<file path="src/rtl/count_seq_pkg.sv">
// Shared state encodings and default widths for the count sequencer.
// Build option: COUNT_SEQ_AUTORELOAD_EN (see count_sequencer.sv).
package count_seq_pkg;

    localparam int unsigned DefaultCountW    = 4;
    localparam int unsigned DefaultPrescaleW = 8;

    typedef enum logic [1:0] {
        StIdle = 2'd0,
        StRun  = 2'd1,
        StHold = 2'd2,
        StDone = 2'd3
    } state_e;

    function automatic logic is_busy_state(input state_e st);
        return (st == StRun) || (st == StHold);
    endfunction

endpackage

</file>
<file path="src/rtl/count_seq_prescaler.sv">
// Reloadable down-counter: ticks when enabled at zero, then reloads from load_value.
// Build option: none (COUNT_SEQ_AUTORELOAD_EN only affects count_sequencer).
module count_seq_prescaler
    import count_seq_pkg::*;
#(
    parameter int unsigned PRESCALE_W = DefaultPrescaleW
) (
    input  logic                  clk,
    input  logic                  reset,
    input  logic                  clear,
    input  logic                  load,
    input  logic                  enable,
    input  logic [PRESCALE_W-1:0] load_value,
    output logic                  tick
);

    logic [PRESCALE_W-1:0] value_q;
    logic [PRESCALE_W-1:0] value_d;

    always_comb begin
        value_d = value_q;
        if (clear) begin
            value_d = '0;
        end else if (load) begin
            value_d = load_value;
        end else if (enable) begin
            value_d = (value_q == '0) ? load_value : value_q - 1'b1;
        end
    end

    always_ff @(posedge clk or posedge reset) begin
        if (reset) begin
            value_q <= '0;
        end else begin
            value_q <= value_d;
        end
    end

    assign tick = enable && (value_q == '0);

endmodule

</file>
<file path="src/rtl/count_sequencer.sv">
// Start/stop/clear controlled counter stepped by a prescaler, with terminal-count pulse.
// Build option: define COUNT_SEQ_AUTORELOAD_EN to wrap to zero and keep running at terminal count.
module count_sequencer
    import count_seq_pkg::*;
#(
    parameter int unsigned PRESCALE_W = DefaultPrescaleW,
    parameter int unsigned COUNT_W    = DefaultCountW
) (
    input  logic                  clk,
    input  logic                  reset,
    input  logic                  start,
    input  logic                  stop,
    input  logic                  clear,
    input  logic [COUNT_W-1:0]    limit,
    input  logic [PRESCALE_W-1:0] prescale,
    output logic [COUNT_W-1:0]    counter_out,
    output logic                  busy,
    output logic                  done,
    output logic [1:0]            state
);

    state_e                state_q;
    state_e                state_d;
    logic [COUNT_W-1:0]    count_q;
    logic [COUNT_W-1:0]    count_d;
    logic [COUNT_W-1:0]    limit_q;
    logic [PRESCALE_W-1:0] prescale_q;
    logic                  busy_q;
    logic                  busy_d;
    logic                  done_q;
    logic                  done_d;

    logic                  load;
    logic                  run_en;
    logic                  tick;
    logic                  terminal;

    // Start loads the prescaler straight from the port; later reloads use the latched copy.
    count_seq_prescaler #(
        .PRESCALE_W (PRESCALE_W)
    ) u_prescaler (
        .clk        (clk),
        .reset      (reset),
        .clear      (clear),
        .load       (load),
        .enable     (run_en),
        .load_value (load ? prescale : prescale_q),
        .tick       (tick)
    );

    assign terminal = tick && (count_q == limit_q);

    // State register
    always_ff @(posedge clk or posedge reset) begin
        if (reset) begin
            state_q <= StIdle;
        end else begin
            state_q <= state_d;
        end
    end

    // Next-state logic; stop only matters in RUN, start is ignored in RUN
    always_comb begin
        state_d = state_q;
        load    = 1'b0;
        run_en  = 1'b0;
        if (clear) begin
            state_d = StIdle;
        end else begin
            unique case (state_q)
                StIdle, StDone: begin
                    if (start) begin
                        state_d = StRun;
                        load    = 1'b1;
                    end else begin
                        state_d = StIdle;
                    end
                end
                StRun: begin
                    if (stop) begin
                        state_d = StHold;
                    end else begin
                        run_en = 1'b1;
`ifdef COUNT_SEQ_AUTORELOAD_EN
                        state_d = StRun;
`else
                        if (terminal) begin
                            state_d = StDone;
                        end
`endif
                    end
                end
                StHold: begin
                    if (start) begin
                        state_d = StRun;
                    end
                end
                default: state_d = StIdle;
            endcase
        end
    end

    // Registered-output next values
    always_comb begin
        busy_d = is_busy_state(state_d);
        done_d = run_en && terminal;
    end

    always_comb begin
        count_d = count_q;
        if (clear || load) begin
            count_d = '0;
        end else if (run_en && tick) begin
            if (terminal) begin
`ifdef COUNT_SEQ_AUTORELOAD_EN
                count_d = '0;
`else
                count_d = count_q;
`endif
            end else begin
                count_d = count_q + 1'b1;
            end
        end
    end

    always_ff @(posedge clk or posedge reset) begin
        if (reset) begin
            count_q    <= '0;
            limit_q    <= '0;
            prescale_q <= '0;
            busy_q     <= 1'b0;
            done_q     <= 1'b0;
        end else begin
            count_q <= count_d;
            busy_q  <= busy_d;
            done_q  <= done_d;
            if (load) begin
                limit_q    <= limit;
                prescale_q <= prescale;
            end
        end
    end

    assign counter_out = count_q;
    assign busy        = busy_q;
    assign done        = done_q;
    assign state       = state_q;

endmodule

</file>
<file path="config.mk">
export PLATFORM = sky130hd
export DESIGN_NAME = count_sequencer
export DESIGN_NICKNAME = d
export VERILOG_FILES = /design/src/rtl/count_seq_pkg.sv /design/src/rtl/count_seq_prescaler.sv /design/src/rtl/count_sequencer.sv
export SDC_FILE = /design/constraint.sdc
export NUM_CORES = 1
export LEC_CHECK = 0
export CAP_MARGIN = 5
export CORE_ASPECT_RATIO = 0.7
export CORE_UTILIZATION = 53
export DETAILED_ROUTE_END_ITERATION = 8
export GPL_TIMING_DRIVEN = 0
export HOLD_SLACK_MARGIN = 0.08
export PLACE_DENSITY_LB_ADDON = 0.3
export REMOVE_ABC_BUFFERS = 1
export SYNTH_ARGS = -nofsm -noshare
export SYNTH_HDL_FRONTEND = slang
export SYNTH_HIERARCHICAL = 1
export SYNTH_SLANG_ARGS = --single-unit
</file>
<file path="constraint.sdc">
create_clock -name clk -period 2.5 [get_ports clk]
set_input_delay 0.375 -clock clk [delete_from_list [all_inputs] [get_ports clk]]
set_output_delay 0.375 -clock clk [all_outputs]
set_load 0.02 [all_outputs]
</file>
---- Yosys cells after proc, flatten, opt, wreduce, memory -nomap -nowiden ----
Cells that the tools add are included.
cells by class
  reductions and logical operators ........ 12
  add/subtract/negate cells ............... 2
  muxes and demuxes ....................... 20
  equal/unequal tests ..................... 7
operators by type and width
  kind                 number
  $mux 8               5
  $mux 4               3
  $logic_not 8->1      1
  $mux 2               4
  $sub 8x1->8 const B  1
  $mux 1               7
  $eq 2x2->1 const B   3
  $pmux 2 s3           1
  $add 4x1->4 const B  1
  $eq 2x1->1 const B   2
  $eq 4x4->1           1
  $logic_and 1x1->1    4
  $reduce_bool 3->1    1
  $logic_not 2->1      1
  $logic_or 1x1->1     2
  $ne 2x1->1 const B   1
  $reduce_and 2->1     1
  $reduce_bool 2->1    1
  $reduce_or 2->1      1
storage, ports and cells
  register bits after elaboration ......... 28
  input port bits ......................... 17
  logic and storage cells ................. 48
  output and inout port bits .............. 8

---- Logic depth before layout (Yosys ltp) ----
Gate-level depths: netlist of run 1.
  word-level depth ........................ 11
  depth in mapped cells ................... 9
  mapped depth without buffers ............ 8

---- Hierarchy ----
The synthesis of run 1 kept the hierarchy.
by module, submodules not included
  module               instances  area each (sq um)  sequential area each (sq um)  cells an instance
  count_sequencer      1          1006.0             500.5                         78
  count_seq_prescaler  1          594.3              200.2                         67

---- Worst setup path after synthesis of run 1 ----
Ideal clock, no wire load.
  path type ............................... reg-to-reg
  start point ............................. register state_q[1] (netlist: state[1])
  end point ............................... register count_q[0] (netlist: counter_out[0])
  setup slack ............................. 152 ps
  stages on the path, launching flop included .. 10
  arrival time ............................ 2270 ps
  library setup time ...................... 77 ps
  clock period less this slack ............ 2348 ps
  data required time ...................... 2423 ps
  buffers on the path ..................... 1
  path through ............................ dfrtp_1 > inv_1 > ha_1 > nor3b_1 > clkbuf_2 > and3_2 > nand4bb_1 > a41oi_2 > mux2_1 > a21oi_1
between the ends
  word-level cells in the longest chain between the ends .. 7
  elaborated cells between the ends (all ways) .. 16
  classes of those cells .................. eq/ne: 3; mux: 5; reduce/logical: 8
ends and longest elaborated chain
  element                                                                  RTL line                                       RTL
  from (decl)                                                              count_sequencer.sv:22                          state_e state_q;
  from (signal assigned)                                                   count_sequencer.sv:56                          state_q <= StIdle;
  from (signal assigned)                                                   count_sequencer.sv:58                          state_q <= state_d;
  $eq 2x1->1 *                                                             count_sequencer.sv:70                          unique case (state_q)
  $mux 1 *                                                                 count_sequencer.sv:70
  $mux 1 *                                                                 count_sequencer.sv:67                          if (clear) begin
  net run_en                                                               count_sequencer.sv:34                          logic run_en;
  $logic_and 1x1->1 *                                                      count_seq_prescaler.sv:39                      assign tick = enable && (value_q == '0);
  net tick                                                                 count_sequencer.sv:35                          logic tick;
  $logic_and 1x1->1 (on tied branches)                                     count_sequencer.sv:51, count_sequencer.sv:113
  $ne 2x1->1 (no source line) / $reduce_bool 2->1 (equally long branches)  n/a
  $reduce_and 2->1 (no source line) *                                      n/a
  to (signal assigned)                                                     count_sequencer.sv:134                         count_q <= count_d;
  to (decl)                                                                count_sequencer.sv:24                          logic [COUNT_W-1:0] count_q;
The timed path passes the listed nets; every way through them passes the cells marked *.
A chain may end at the register's enable or synchronous reset.

---- Worst setup path in the final report of run 1 ----
Same ends and word-level chain as after synthesis.

==> results of run 1 <==
==> power by group through the flow <==
| stage | logic (µW) | registers, µW | clock network [µW] |
|---|---|---|---|
| after detailed placement | 420 | 581 | 0 |
| after CTS | 426 | 573 | 366 |
| after global placement | 399 | 577 | 0 |
| after global routing | 513 | 586 | 390 |
| final | 469 | 578 | 357 |
| after floorplan | 316 | 570 | 0 |
==> layout by cell type (no fill, tap or decap), drive strengths merged, types with 3 or more instances in the layout <==
master / n
a21oi: 3
a31oi: 3
buf: 4
clkbuf: 3
clkdlybuf4s50: 23
dfrtp: 28
ha: 5
inv: 11
mux2: 14
nand2: 11
nand3: 5
nand3b: 4
nand4: 4
nor2: 7
nor3: 5
nor3b: 3
o211ai: 3
xnor2: 4
==> layout make-up <==
type | instances | area (µm²) | share of cell area [%]
timing repair buffer | 28 | 272.8 | 13.51
multi-input combinational | 103 | 888.4 | 43.99
tap | 36 | 45.04 | 2.230
sequential | 28 | 700.7 | 34.70
inverter | 11 | 41.29 | 2.045
clock inverter | 1 | 30.03 | 1.487
clock buffer | 3 | 41.29 | 2.045
==> flip-flops by register name (all words and copies together) (netlist names) <==
signal and cells:
u_prescaler/value_q 8, busy 1, counter_out 4, prescale_q 8, state 2, done 1, limit_q 4
==> kinds of logic (layout without fill, tap and decap cells) <==
logic type      Yosys count  in the layout  synth area share, %
compound gates           22             22                12.35
xor+xnor                  6              6                4.692
fa+ha+maj                 5              5                3.909
buf+inv                  14             43                3.674
flops                    28             28                43.78
mux                      16             16                11.34
simple gates             54             54                20.25
==> worst min path at each step <==
stage	from	to	slack, ps
after global placement	prescale_q[1]	prescale_q[1]	480
after CTS	reset	u_prescaler/value_q[2]	390
after floorplan	reset	u_prescaler/value_q[0]	190
after detailed placement	prescale_q[1]	prescale_q[1]	480
after global routing	reset	u_prescaler/value_q[1]	400
final	reset	u_prescaler/value_q[5]	380
==> routing by layer <==
| layer | vias to the layer above | GRT usage [%] |
|---|---|---|
| met3 | 4 | 5.952 |
| li1 | 591 | - |
| met2 | 50 | 35.25 |
| met4 | 0 | 7.234 |
| met1 | 584 | 31.52 |
| met5 | - | 0 |
==> stage by stage <==
stage / setup slack [ps] / utilization [%]
6_report: 209.3 / 71.54
5_1_grt: 73.09 / 71.54
4_1_cts: -112.1 / 69.55
3_5_place_dp: -904.7 / 66.18
3_3_place_gp: -812.7 / 66.18
2_1_floorplan: -125.3 / -
==> timing repair <==
item                                    in CTS  in global routing
resized for setup                            3                  7
setup buffers                                1                  3
endpoints found under the setup margin      15                  9
gates cloned                                 0                  0
pin swaps                                    1                  0
==> out/qor.csv, run 1 <==
metric;value;unit
status;completed;
clockPowerShare;25.4;%
cpLargestDelayFamily;simple AND/OR/NAND/NOR gates;
clkTransAtPathRegs;90;ps
nFillCells;196;
area_growth_syn_to_layout;26.19;%
worstPathRequired;2710;ps
antenna_cells_inserted;0;
first_global_vias;1082;
core;0.002823;mm²
synth.largest_area_cell;dfrtp_1;
yosysMostFrequentCell;dfrtp_1;
cp-endpoint;counter_out[0];
drive_above_1_share;20.11;%
cts_buffer_depth;2;
antenna_found_initial;0;
wl_met1;1.655;mm
seq_power_share;41.1;%
cts_hold_buf;0;
worst_slew_pin_slew;734.3;ps
finClkSkew;1.347;ps
hold_viol_final;0;
fin_crit_sh;91.63;%
setup_viol;0;
rr_startpoint;state[1];
routed_wl;3.387;mm
cp_num_cells;8;
period_needed;2291;ps
synth.distinct_cells;47;
ys_seq_area_share;43.78;%
synth_area_leaders;dfrtp_1, mux2_2, ha_1, xnor2_2, inv_1;
wl_per_cell;16.13;µm
place_congestion;0.9175;
route.detailed.drc;0;
worst-path-max-fanout;6;
synthTopCellsByCount;dfrtp_1, inv_1, nand2_1;
critPathMaxStageDelay;460;ps
firstDrtPassIters;4;
viasPerCell;5.852;
p_int;961.7;µW
switching_share;31.50;%
max_freq;436.5;MHz
track_usage;22.81;%
clk_latency;280;ps
worstHoldPathType;in -> async;
grt_max_degree;21;
dp_hpwl;2.455;mm
placed_area;0.001868;mm²
synth_top_area_share;43.78;%
cp_cell_sequence;inv_1 > ha_1 > nor3b_4 > and3_2 > nand4bb_2 > a41oi_2 > mux2_1 > a21oi_1;
ir_drop;0.3983;mV
synth_enable_flop_cells;0;
ant_nets;0;
grt_pass1_wl;5.119;mm
ioPinCount;25;
postLayoutCellArea;0.002019;mm²
leakagePower;0.0008660;µW
fin_hold_ws;380.8;ps
fp.dieH;47.98;µm
instances_no_fill;210;
cpMaxStageDelayCell;dfrtp_1;
die_x;67.68;µm
combPwrFrac;33.4;%
cp-start-kind;flop;
drt_iter0_drc;149;
setup_tns;0;ps
grt_overflow_total;0;
cts_made_buffers;3;
rsz0062_at_grt;false;
layout.nets;197;
top_layer;met4;
initial_utilization;56.69;%
rows;16;
h-tree-depth;1;
r2r_end;counter_out[0];
endpoint_kind;flop;
slew_violations;0;
wl_met3;206;µm
synth_flop_cell;dfrtp_1;
portBuffers;24;
die_area;0.003247;mm²
reg2reg_slack;210;ps
synthCells;145;
syn-cell-area;0.001600;mm²
crit_buf_inv;1;
numClockSinks;28;
worst_ep_arrival_time;2500;ps
place_inst;202;
async_flop_share;100.0;%
finalPower;1404;µW
crit_start;state[1];
cts_root_buf;clkbuf_8;
reg2reg_depth;8;
yosys_register_bits;28;
relSlewSlack;50.99;%
p_per_area;695.2;mW/mm²
via_count;1229;
ys_warn_count;6;
met2WireLength;1.486;mm
switchingPower;442.3;µW
tritoncts;done;
drv_cap;0;
criticalPathCategory;reg -> reg;
syn_area_per_cell;11.04;µm²
Power figures use the tool's default switching activity.
==> run 2: changes to the inputs <==
--- a/config.mk
+++ b/config.mk
@@ -5,6 +5,7 @@
 export SDC_FILE = /design/constraint.sdc
 export NUM_CORES = 1
 export LEC_CHECK = 0
+export ABC_CLOCK_PERIOD_IN_PS = 2500
 export CAP_MARGIN = 5
 export CORE_ASPECT_RATIO = 0.7
 export CORE_UTILIZATION = 53
==> results of run 2 <==
The final DEF is identical to that of run 1; final timing and power are the same.
